[config.mk]
export PLATFORM = sky130hd
export DESIGN_NAME = keypad_scanner
export DESIGN_NICKNAME = d
export VERILOG_FILES = /design/src/rtl/keypad_pkg.sv /design/src/rtl/scan_tick_gen.sv /design/src/rtl/keypad_scanner.sv
export SDC_FILE = /design/constraint.sdc
export NUM_CORES = 1
export LEC_CHECK = 0
export BUFFER_PORTS_ARGS = -buffer_cell sky130_fd_sc_hd__buf_2
export CORE_MARGIN = 2
export CORE_UTILIZATION = 43
export DETAILED_ROUTE_END_ITERATION = 8
export PLACE_DENSITY = 0.65
export SLEW_MARGIN = 20
export SYNTH_ARGS = -nofsm -noshare
export SYNTH_HDL_FRONTEND = slang
export SYNTH_SLANG_ARGS = --single-unit
[constraint.sdc]
create_clock -name clk -period 2.6 [get_ports clk]
set_clock_uncertainty 0.1 [all_clocks]
set_input_delay 0.13 -clock clk [delete_from_list [all_inputs] [get_ports clk]]
set_output_delay 0.13 -clock clk [all_outputs]
set_load 0.05 [all_outputs]
[src/rtl/keypad_pkg.sv]
// keypad_pkg: shared keypad dimensions, key code width and scanner states
package keypad_pkg;
  localparam int N_ROWS = 4;
  localparam int N_COLS = 4;
  localparam int KEY_W  = 4;
  typedef enum logic [1:0] {SCAN, DEBOUNCE, PRESSED, RELEASE} state_t;
endpackage

[src/rtl/scan_tick_gen.sv]
// scan_tick_gen: free-running divider producing a one-cycle sample tick every SCAN_DIV clocks
module scan_tick_gen #(
  parameter int SCAN_DIV = 100000
) (
  input  logic clk,
  input  logic reset,
  output logic tick
);
  localparam int W = SCAN_DIV > 1 ? $clog2(SCAN_DIV) : 1;
  logic [W-1:0] cnt;
  assign tick = cnt == W'(SCAN_DIV - 1);
  // count 0..SCAN_DIV-1 and wrap
  always_ff @(posedge clk)
    if (reset) cnt <= '0;
    else cnt <= tick ? '0 : cnt + 1'b1;
endmodule

[src/rtl/keypad_scanner.sv]
// keypad_scanner: 4x4 matrix scanner with debounced press/release and one-shot key_valid
module keypad_scanner
  import keypad_pkg::*;
#(
  parameter int SCAN_DIV       = 100000,
  parameter int DEBOUNCE_SCANS = 4
) (
  input  logic             clk,
  input  logic             reset,
  input  logic [3:0]       row_in,
  output logic [3:0]       col_out,
  output logic [KEY_W-1:0] key_code,
  output logic             key_valid,
  output logic             key_held
);
  localparam int AW = $clog2(DEBOUNCE_SCANS + 1);
  logic [N_ROWS-1:0] row_s1, row_s2;
  logic              tick;
  state_t            state;
  logic [1:0]        col_idx, cand_row, low_row;
  logic [AW-1:0]     agree, agree_inc;
  logic              any_low, cand_low, agree_done;
  scan_tick_gen #(.SCAN_DIV(SCAN_DIV)) u_tick (.clk(clk), .reset(reset), .tick(tick));
  assign any_low    = ~&row_s2;
  assign low_row    = !row_s2[0] ? 2'd0 : !row_s2[1] ? 2'd1 : !row_s2[2] ? 2'd2 : 2'd3;
  assign cand_low   = !row_s2[cand_row];
  assign agree_inc  = agree == AW'(DEBOUNCE_SCANS) ? agree : agree + 1'b1;
  assign agree_done = agree_inc == AW'(DEBOUNCE_SCANS);
  assign col_out    = ~(4'b0001 << col_idx);
  // two-flop synchronizer for the asynchronous rows
  always_ff @(posedge clk)
    if (reset) {row_s2, row_s1} <= '1;
    else {row_s2, row_s1} <= {row_s1, row_in};
  // scan / debounce / hold / release state machine, acting only on sample ticks
  always_ff @(posedge clk)
    if (reset) begin
      state     <= SCAN;
      col_idx   <= '0;
      cand_row  <= '0;
      agree     <= '0;
      key_code  <= '0;
      key_valid <= 1'b0;
      key_held  <= 1'b0;
    end else begin
      key_valid <= 1'b0;
      if (tick)
        case (state)
          SCAN:
            if (any_low) begin
              cand_row <= low_row;
              agree    <= '0;
              state    <= DEBOUNCE;
            end else col_idx <= col_idx + 1'b1;
          DEBOUNCE:
            if (!cand_low) begin
              state   <= SCAN;
              col_idx <= col_idx + 1'b1;
            end else begin
              agree <= agree_inc;
              if (agree_done) begin
                key_code  <= {cand_row, col_idx};
                key_valid <= 1'b1;
                key_held  <= 1'b1;
                state     <= PRESSED;
              end
            end
          PRESSED:
            if (!cand_low) begin
              agree <= '0;
              state <= RELEASE;
            end
          RELEASE:
            if (cand_low) state <= PRESSED;
            else begin
              agree <= agree_inc;
              if (agree_done) begin
                key_held <= 1'b0;
                state    <= SCAN;
                col_idx  <= col_idx + 1'b1;
              end
            end
          default: state <= SCAN;
        endcase
    end
endmodule

==> impl_metrics.py <==
metrics = {
    "logic_synthesis": {
        "synth_ff_type": "dfxtp_1",
        "syn_area_per_cell_um2": 9.430,
        "yosysWarnings": 0,
        "synth_nets": 218,
        "yosysUniqueCellTypes": 47,
        "async_flop_share_pct": 0,
        "synthesis.area_um2": 1933,
        "ys_seq_area_share_pct": 41.42,
        "ys_ff_latch": 40,
        "synth_edf_count": 0,
        "netlist_instances": 205,
    },
    "global_route": {
        "top_usage_layer": "met2",
        "antenna_found_initial": 0,
        "grt_util_met3_pct": 3.419,
        "met1_usage_pct": 17.35,
        "grt_pass1_vias": 1317,
        "use_met2_pct": 22.43,
        "grtUsageTotal_pct": 13.64,
        "grt_overflow_total": 0,
        "grt_start_max_net_pins": 28,
        "grt_pass1_wl_mm": 5.595,
    },
    "cts": {
        "cts_root_buffer": "clkbuf_8",
        "numCtsBuffers": 5,
        "post_cts.repair.setup_buffers": 0,
        "clock_sinks": 40,
        "clk_pin_slew_worst_paths_ns": 0.08,
        "clockBufferDepth": 2,
        "clock_latency_ns": 0.29,
        "cts_max_level": 2,
        "cts_tree": "built",
    },
    "floorplanning": {
        "coreArea_um2": 4354,
        "die_height_um": 71.05,
        "die_area_um2": 5048,
        "start_util_pct": 44.40,
        "fp.dieW_um": 71.05,
        "io_pins": 16,
        "rows": 24,
    },
    "timing": {
        "whs_ns": 0.1451,
        "period_needed_ns": 2.466,
        "finalSetupTns_ns": 0,
        "worstMarginPinSlew_ns": 0.4547,
        "fmax_mhz": 405.5,
        "grt_setup_unrepaired": "false",
        "slew_violations": 0,
        "finalHoldViolCount": 0,
        "maxSlewHeadroom_pct": 69.41,
        "setup_viol": 0,
        "fin_crit_sh_pct": 94.86,
        "setup_ws_ns": 0.1337,
    },
    "detailed_routing": {
        "drt_iter0_drc": 62,
        "drtPass1Iterations": 4,
        "drcViolationCount": 0,
        "final_antenna_net_count": 0,
        "vias": 1421,
        "drt_wl_total_mm": 3.238,
        "post_drt_wl_per_cell_um": 11.65,
        "vias_per_cell": 5.112,
    },
    "worst_setup_path": {
        "critical_path_required_ns": 2.68,
        "critPathMaxFanout": 7,
        "criticalPathCategory": "reg -> reg",
        "crit_path_start_kind": "register",
        "end_kind": "register",
        "cp.arrival_ns": 2.55,
    },
    "placed_design": {
        "post_dp_cell_area_um2": 2026,
        "place_congestion": 0.7610,
        "place_ws_ns": 0.1828,
        "portBuffers": 15,
        "hpwl_mm": 2.192,
    },
    "cells_and_area": {
        "finish.utilization_pct": 50.49,
        "stdcell_area_um2": 2198,
        "nets": 238,
        "n_antenna_cell": 0,
        "layout-drive-gt1-share_pct": 20.80,
        "area_growth_pct": 13.72,
    },
    "power": {
        "vdd_drop_max_v": 0.0002886,
        "power_leakage_nw": 0.8376,
        "p_per_area_nw_per_um2": 556.3,
    },
    "worst_hold_path": {
        "hp-class": "in -> reg",
    },
    "status": {
        "status": "finished, final reports clean",
    },
    "job": {
        "cap_violations": 0,
    },
}
[layer usage]
metal	up-vias	part of all wire [%]
li1	758	-
met1	645	50
met2	13	46
met3	5	2.4
met4	0	1.3
met5	-	0
[worst max-delay path, cell delays in order, from the launching register on]
cell and delay (ns):
dfxtp_1 0.42, inv_1 0.07, ha_1 0.24, or3b_1 0.43, a311o_1 0.36, o41ai_2 0.39
mux2_1 0.35
[where the power goes]
part / total (mW) / internal [mW] / leakage [nW] / switching, mW
combinational: 0.0493 / 0.0218 / 0.448 / 0.0275
sequential: 0.633 / 0.623 / 0.325 / 0.00906
clock: 0.541 / 0.338 / 0.0645 / 0.203
[flip-flops by register name, indices dropped and copies added (netlist names), named ones only]
name,count
agree,3
cand_row,2
col_idx,2
key_code,4
key_held,1
key_valid,1
row_s1,4
row_s2,4
state,1
u_tick.cnt,17
[kinds of logic after synthesis]
kind of cell | Yosys count | share of synthesized area [%]
AND/OR/NAND/NOR | 91 | 28.22
flip-flops | 40 | 41.42
AO/OA/AOI/OAI | 23 | 8.350
buffers and inverters | 22 | 5.955
XOR/XNOR | 13 | 5.890
multiplexers | 9 | 5.631
adder cells (fa/ha/maj) | 7 | 4.531
[metrics by stage]
stage / power (mW) / std cells
2_1_floorplan: 0.6831 / 205
3_3_place_gp: 0.6917 / 266
3_5_place_dp: 0.6923 / 266
4_1_cts: 1.240 / 278
5_1_grt: 1.265 / 278
6_report: 1.223 / 278
[cell usage after synthesis, drive strengths merged, types with 2 or more instances]
cell type / count / area [um^2]
xor2: 6 / 52.55
and4: 2 / 18.77
inv: 14 / 52.55
mux2: 2 / 22.52
nor3: 8 / 40.04
clkbuf: 3 / 21.27
xnor2: 7 / 61.31
nand4b: 2 / 17.52
ha: 7 / 87.58
o21ai: 7 / 35.03
a21oi: 7 / 35.03
nor4: 4 / 55.05
nand3: 8 / 40.04
and3: 3 / 18.77
or2b: 2 / 16.27
or3: 4 / 25.02
nand2b: 4 / 25.02
buf: 4 / 32.53
nand2: 7 / 26.28
mux2i: 6 / 60.06
nand4: 8 / 62.56
nor2: 25 / 93.84
or2: 9 / 56.30
dfxtp: 40 / 800.8
[what timing repair did]
item                                    4_1_cts  5_1_grt
endpoints found under the setup margin        0        4
endpoints found under the hold margin         4        0
hold buffers                                  4        0
resized for setup                             0        1
[final timing paths]
kind / from / end / slack [ns] / cells after the start
min reg2reg: row_s1[3]$_SDFF_PP1_ / row_s2[3]$_SDFF_PP1_ / 0.31 / 1
max: agree[0]$_SDFFE_PP0P_ / col_idx[0]$_SDFFE_PP0P_ / 0.13 / 6
min: reset / key_code[2]$_SDFFE_PP0P_ / 0.15 / 2
max reg2reg: agree[0]$_SDFFE_PP0P_ / col_idx[0]$_SDFFE_PP0P_ / 0.13 / 6
[cells in the final DEF, fill, tap and decap left out, types with 3 or more instances in the layout]
master and n:
a21oi_1 7, and3_1 3, buf_2 15, clkbuf_8 7, dfxtp_1 40, dlygate4sd3_1 4
ha_1 7, inv_1 14, mux2i_1 6, nand2_1 7, nand2b_1 4, nand3_1 8
nand4_1 6, nor2_1 25, nor3_1 8, o21ai_0 7, or2_2 9, or3_1 4
xnor2_1 7, xor2_1 6
[layout make-up]
type                    instances  area (um^2)
repair buffers                 21        130.1
clock buffers                   7        96.34
well taps                      52        65.06
inverters                      14        52.55
clock inverters                 1        30.03
fillers                       425         2156
flip-flops and latches         40        800.8
multi-input cells             143         1023
(Power assumes the default switching activity.)
